--- src/rtl/fetch_stage.sv ---
// Instruction-fetch stage: owns the PC, requests instructions over a
// valid/ready handshake and drives the IF/ID pipeline register. A one-entry
// skid buffer holds a fetched instruction while decode stalls. A pending-target
// register remembers a redirect that arrives while a request is outstanding.
module fetch_stage #(
    parameter logic [31:0] RESET_PC = 32'h0000_0000
) (
    input  logic        clk,
    input  logic        rst_n,
    output logic        imem_req,
    output logic [31:0] imem_addr,
    input  logic        imem_ready,
    input  logic [31:0] imem_data,
    input  logic        stall,
    input  logic        flush,
    input  logic        redirect_valid,
    input  logic [31:0] redirect_pc,
    output logic [31:0] if_id_pc4,
    output logic [31:0] if_id_instr,
    output logic        if_id_valid
);

    typedef enum logic [1:0] {
        FETCH = 2'd0,
        HOLD  = 2'd1,
        DRAIN = 2'd2
    } state_t;

    state_t      state_reg, state_next;
    logic        active_reg;
    logic [31:0] pc_reg, pc_next;
    logic [31:0] pending_reg, pending_next;
    logic [31:0] skid_pc4_reg, skid_pc4_next;
    logic [31:0] skid_instr_reg, skid_instr_next;
    logic [31:0] if_id_pc4_reg, if_id_pc4_next;
    logic [31:0] if_id_instr_reg, if_id_instr_next;
    logic        if_id_valid_reg, if_id_valid_next;

    logic [31:0] pc_plus4;
    logic [31:0] redirect_aligned;
    logic        transfer;
    logic        load_en;
    logic [31:0] load_pc4;
    logic [31:0] load_instr;

    // active_reg keeps the request low for the first cycle out of reset
    assign imem_req         = active_reg && (state_reg != HOLD);
    assign imem_addr        = pc_reg;
    assign pc_plus4         = pc_reg + 32'd4;
    assign redirect_aligned = redirect_pc & ~32'h3;
    assign transfer         = imem_req & imem_ready;

    assign if_id_pc4   = if_id_pc4_reg;
    assign if_id_instr = if_id_instr_reg;
    assign if_id_valid = if_id_valid_reg;

    // State, PC, buffers and IF/ID register with asynchronous reset
    always_ff @(posedge clk or negedge rst_n) begin
        if (!rst_n) begin
            state_reg       <= FETCH;
            active_reg      <= 1'b0;
            pc_reg          <= RESET_PC;
            pending_reg     <= 32'h0;
            skid_pc4_reg    <= 32'h0;
            skid_instr_reg  <= 32'h0;
            if_id_pc4_reg   <= 32'h0;
            if_id_instr_reg <= 32'h0;
            if_id_valid_reg <= 1'b0;
        end else begin
            state_reg       <= state_next;
            active_reg      <= 1'b1;
            pc_reg          <= pc_next;
            pending_reg     <= pending_next;
            skid_pc4_reg    <= skid_pc4_next;
            skid_instr_reg  <= skid_instr_next;
            if_id_pc4_reg   <= if_id_pc4_next;
            if_id_instr_reg <= if_id_instr_next;
            if_id_valid_reg <= if_id_valid_next;
        end
    end

    // Next-state, PC update and selection of what (if anything) loads IF/ID
    always_comb begin
        state_next      = state_reg;
        pc_next         = pc_reg;
        pending_next    = pending_reg;
        skid_pc4_next   = skid_pc4_reg;
        skid_instr_next = skid_instr_reg;
        load_en         = 1'b0;
        load_pc4        = pc_plus4;
        load_instr      = imem_data;
        if (active_reg) begin
            case (state_reg)
                FETCH: begin
                    if (transfer) begin
                        if (redirect_valid) begin
                            // Wrong-path instruction: drop it, go to target
                            pc_next = redirect_aligned;
                        end else if (!stall) begin
                            load_en = 1'b1;
                            pc_next = pc_plus4;
                        end else begin
                            skid_pc4_next   = pc_plus4;
                            skid_instr_next = imem_data;
                            state_next      = HOLD;
                        end
                    end else if (redirect_valid) begin
                        // Address must stay stable until the response returns
                        pending_next = redirect_aligned;
                        state_next   = DRAIN;
                    end
                end
                HOLD: begin
                    if (redirect_valid) begin
                        pc_next    = redirect_aligned;
                        state_next = FETCH;
                    end else if (!stall) begin
                        load_en    = 1'b1;
                        load_pc4   = skid_pc4_reg;
                        load_instr = skid_instr_reg;
                        pc_next    = pc_plus4;
                        state_next = FETCH;
                    end
                end
                DRAIN: begin
                    if (transfer) begin
                        pc_next    = redirect_valid ? redirect_aligned : pending_reg;
                        state_next = FETCH;
                    end else if (redirect_valid) begin
                        pending_next = redirect_aligned;
                    end
                end
                default: begin
                    state_next = FETCH;
                end
            endcase
        end
    end

    // IF/ID register update: flush beats stall beats load; otherwise a bubble
    always_comb begin
        if_id_pc4_next   = if_id_pc4_reg;
        if_id_instr_next = if_id_instr_reg;
        if_id_valid_next = if_id_valid_reg;
        if (flush) begin
            if_id_instr_next = 32'h0;
            if_id_valid_next = 1'b0;
        end else if (stall) begin
            if_id_valid_next = if_id_valid_reg;
        end else if (load_en) begin
            if_id_pc4_next   = load_pc4;
            if_id_instr_next = load_instr;
            if_id_valid_next = 1'b1;
        end else begin
            if_id_instr_next = 32'h0;
            if_id_valid_next = 1'b0;
        end
    end

endmodule
--- config.mk ---
export PLATFORM = sky130hd
export DESIGN_NAME = fetch_stage
export DESIGN_NICKNAME = d
export VERILOG_FILES = /design/src/rtl/fetch_stage.sv
export SDC_FILE = /design/constraint.sdc
export NUM_CORES = 1
export LEC_CHECK = 0
export BUFFER_PORTS_ARGS = -buffer_cell sky130_fd_sc_hd__buf_2
export CAP_MARGIN = 20
export CORE_ASPECT_RATIO = 1.2
export CORE_UTILIZATION = 50
export DETAILED_ROUTE_END_ITERATION = 16
export HOLD_SLACK_MARGIN = 0.1
export PLACE_DENSITY = 0.85
export SLEW_MARGIN = 20
export SYNTH_ARGS = -nofsm -noshare
export SYNTH_HDL_FRONTEND = slang
export SYNTH_SLANG_ARGS = --single-unit
--- constraint.sdc ---
create_clock -name clk -period 2.1 [get_ports clk]
set_input_delay 0.105 -clock clk [delete_from_list [all_inputs] [get_ports clk]]
set_output_delay 0.105 -clock clk [all_outputs]
set_load 0.05 [all_outputs]
### Word-level counts from Yosys, hierarchy flattened

Cells that the tools add are included.

| cells by class | value |
|---|---|
| $add $sub $neg | 1 |
| eq/ne operators | 10 |
| multiplexer cells | 31 |
| bitwise logic cells | 5 |
| reduce and logical (&&, ||, !) cells | 9 |

Operator list:

| cell | number |
|---|---|
| 2-to-1 mux 32 bit | 14 |
| one-hot mux 32 bit (3 select lines) | 1 |
| adder 32 x 3 -> 32 bit (second input constant) | 1 |
| 2-to-1 mux 2 bit | 7 |
| inequality test 3 bit (second input constant) | 4 |
| 2-to-1 mux 1 bit | 7 |
| one-hot mux 2 bit (3 select lines) | 1 |
| AND reduction 3 bit | 2 |
| AND reduction 6 bit | 1 |
| AND reduction 5 bit | 1 |
| inequality test 2 x 1 -> 1 bit (second input constant) | 2 |
| inequality test 2 bit (second input constant) | 2 |
| NOT 1 bit | 4 |
| AND reduction 4 bit | 1 |
| nonzero test 3 bit | 1 |
| == test 2 x 1 -> 1 bit (second input constant) | 1 |
| == test 2 bit (second input constant) | 1 |
| zero test 2 bit | 1 |
| one-hot mux 1 bit (2 select lines) | 1 |
| OR reduction 2 bit | 1 |
| AND 1 bit | 1 |
| logical AND 1 bit | 1 |

| storage, ports and cells | value |
|---|---|
| bits in registers | 196 |
| input port bits | 70 |
| output and inout bits | 98 |
| logic and storage cells | 65 |

### Depth between registers and ports, before layout

| depth | value |
|---|---|
| depth after elaboration | 9 |
| gate-level depth with buffers | 8 |

### Least setup slack after synthesis

No wires, ideal clock.

| timing | value |
|---|---|
| path kind | reg-to-reg |
| from | reg pc_reg[4] (netlist: imem_addr[4]) |
| to | reg pc_reg[13] (netlist: imem_addr[13]) |
| arrival time | 2.005 ns |
| data required time | 2.017 ns |
| setup slack | 0.012 ns |
| cell stages (with the launch flop) | 7 |
| path buffers | 1 |
| period minus slack after synthesis | 2.088 ns |
| cell sequence | dfrtp_1 -> buf_2 -> nand4_4 -> or4_4 -> nor3_2 -> a211oi_1 -> o22ai_1 |

| on the way | value |
|---|---|
| word-level cells in the longest chain between the ends | 5 |

RTL lines:

| element | RTL line | RTL |
|---|---|---|
| start: declaration | 31 | `logic [31:0] pc_reg, pc_next;` |
| start signal: assignment | 72 | `pc_reg <= pc_next;` |
| adder 32 x 3 -> 32 bit * | 49 | `assign pc_plus4 = pc_reg + 32'd4;` |
| 2-to-1 mux 32 bit * | 99, 117 |  |
| 2-to-1 mux 32 bit * | 114 | `if (redirect_valid) begin` |
| 2-to-1 mux 32 bit | 95 | `if (transfer) begin` |
| one-hot mux 32 bit (3 select lines) * | 93 | `case (state_reg)` |

Every way passes the cells marked *; elsewhere a longest branch is shown, timed or not. The select of a mux whose other input is x is not followed.
A chain may end at the register's enable or synchronous reset.

### Worst setup path in the final report

| timing | value |
|---|---|
| from | reg pc_reg[17] (netlist: imem_addr[17]) |
| to | reg pc_reg[26] (netlist: imem_addr[26]) |

The elaborated chain is that of the path after synthesis.

==> results.yml <==
sta:
  rsz0062_at_grt: "yes"
  totalNegativeSetupSlack_ps: 0
  relSlewSlack_pct: 63.2
  finalHoldViolations: 0
  tightest_slew_ps: 551
  skew_ps: 11.3
  finalCritPeriodShare_pct: 96.8
  postLayoutSetupSlackWorst_ps: 67.7
  maxSlewViolCount: 0
  fmax_mhz: 492
  setup_violations: 0
  fin_crit_ps: 2030
worst_setup_path:
  reg2reg_slack_ps: 70
  path_max_fanout: 8
  cp-end-kind: "flip-flop"
  cp-start-kind: "flip-flop"
  required_ps: 2390
  cp_data_arrival_time_ps: 2320
  cpMostUsedCell: "nand4_1"
  crit_path_top_delay_cell: "dfrtp_1"
  max_stage_delay_ps: 520
  crit_chain: "nand4_1 > nor4_4 > nand4_1 > o311ai_0"
  crit_type: "reg -> reg"
floorplanning:
  dieArea_um2: 18900
  die_h_um: 151
  core.rowCount: 53
  core_region_area_um2: 17800
  start_util_pct: 51.7
  io_pins: 168
  die_w_um: 126
drt:
  detail_route.wl_per_cell_um: 17.9
  drcViolationCount: 0
  drt_iter0_drc: 657
  totalWireLength_um: 23500
  via_per_inst: 5.72
  via_count: 7487
  final_antenna_net_count: 0
  first_pass_iters: 5
clocking:
  clk_latency_ps: 430
  path_clk_slew_ps: 70
  cts_sinks: 196
  htree_num_levels: 4
  cts_max_path_buffers: 2
  cts_made_buffers: 17
  cts_tree: "yes"
  clock-root-buffer: "clkbuf_16"
synth:
  synth_edf_count: 0
  async_flop_share_pct: 100
  synth_nets: 928
  yosysSeqAreaShare_pct: 53.4
  synthDistinctLibCells: 60
  synthCells: 857
  synth.avg_cell_area_um2: 10.7
  netlist_area_um2: 9190
  ys_ff_latch: 196
  yosysWarnings: 0
  yosys_most_used_dff: "dfrtp_1"
placement:
  place.gp.congestion: 0.905
  post-place-ws_ps: 104
  io_buffer_count: 165
  dp_hpwl_um: 15500
final_layout:
  area_growth_pct: 26.3
  num_antenna_cells: 0
  fillers: 1335
  final_layout_size_suffix_gt1_share_pct: 30.4
  nets: 1148
pwr:
  p_total_mw: 12.6
  p_leak_nw: 5.53
  p_per_area_nw_per_um2: 1080
  ir_drop_v: 0.000570
job:
  maxCapViolCount: 0
min_path:
  holdCritPathClass: "in -> reg"
global_route:
  antenna_found_initial: 0
  grt_max_degree: 64
  grt_pass1_vias: 7266
  grt_pass1_wl_um: 38000
  grt-ovfl-total: 0
  grt_usage_pct: 25.6
status:
  status: "complete, no violations"
[report_power, final]
group / switching (mW) / internal [mW] / total, mW
clock network: 1.50 / 1.70 / 3.20
registers: 0.734 / 4.71 / 5.44
logic: 2.62 / 1.30 / 3.92
[final cells by class]
class,count,area [um2],share of cell area (%)
Clock buffer,18,439,3.79
Clock inverter,14,145,1.25
Inverter,7,26.3,0.226
Multi-Input combinational cell,592,4010,34.5
Sequential cell,196,4910,42.3
Tap cell,220,275,2.37
Timing Repair Buffer,263,1810,15.6
[layer usage]
| layer | wire (um) | track usage, % | vias to the layer above |
|---|---|---|---|
| met3 | 1500 | 5.26 | 55 |
| met2 | 11400 | 41.6 | 315 |
| li1 | - | - | 3497 |
| met4 | 718 | 11.0 | 0 |
| met5 | 0 | 0 | - |
| met1 | 9810 | 33.5 | 3620 |
[logic make-up after synthesis]
group	share of synthesized area, %
and+or+nand+nor	13.2
AOI/OAI and AO/OA	14.2
DFF	53.4
muxes	13.1
buffers and inverters	3.32
xor gates and xnor gates	2.67
adders and majority gates	0.136
other	0.0408
[critical path, delay by kind of cell, from the launching register on]
| kind | cells | cell delay, ps |
|---|---|---|
| and+or+nand+nor | 3 | 930 |
| DFF | 1 | 520 |
| AOI/OAI and AO/OA | 1 | 430 |
[timing repair]
action                                  CTS  global route
hold endpoints to repair                209             0
hold buffers                             64             0
resized for setup                         0             5
setup buffers                             0             3
endpoints found under the setup margin    0            18
[per-stage QoR]
stage	utilization (%)	hold WS [ps]	cell area, um2	cells
2_1_floorplan	-	-191	9190	857
3_3_place_gp	58.2	132	10300	1211
3_5_place_dp	58.2	133	10300	1211
4_1_cts	65.1	104	11600	1307
5_1_grt	65.3	153	11600	1310
6_report	65.3	146	11600	1310
[Yosys cell counts (13+ instances only)]
master      n  area share, %
dfrtp_1   196             53
o21ai_0   103            5.6
nand2_1    91            3.7
mux2_2     71            8.7
nor2_1     61            2.5
a21oi_1    45            2.5
mux2i_1    40            4.4
buf_2      28            1.5
clkbuf_1   25            1.0
nand3_1    21            1.1
a22oi_1    20            1.6
xor2_1     15            1.4
xnor2_1    13            1.2
[worst paths after layout]
| path | from | endpoint | cells past startpoint |
|---|---|---|---|
| max | imem_addr[17] | imem_addr[26] | 4 |
| min | redirect_valid | state_reg[0] | 3 |
| max reg2reg | imem_addr[17] | imem_addr[26] | 4 |
| min reg2reg | if_id_instr[28] | if_id_instr[28] | 2 |
| max in group asynchronous | rst_n | pending_reg[1] | 3 |
| min in group asynchronous | rst_n | if_id_pc4[30] | 2 |
[cell usage in the layout, fill, tap and decap left out, drive strengths merged, types with 2 or more instances in the layout]
master and count:
a211oi 6, a21o 2, a21oi 46, a221o 7, a221oi 5, a22oi 20
a31oi 5, and2 2, and3 3, and4 4, buf 198, clkbuf 19
clkinv 7, dfrtp 196, dlygate4sd3 64, inv 12, mux2 71, mux2i 40
nand2 91, nand2b 3, nand3 22, nand4 12, nor2 63, nor2b 5
nor3 6, nor3b 4, nor4 9, o21ai 108, o22ai 2, o2bb2ai 5
o311ai 7, o31a 2, or2 3, xnor2 13, xor2 15
Power figures use the tool's default switching activity.
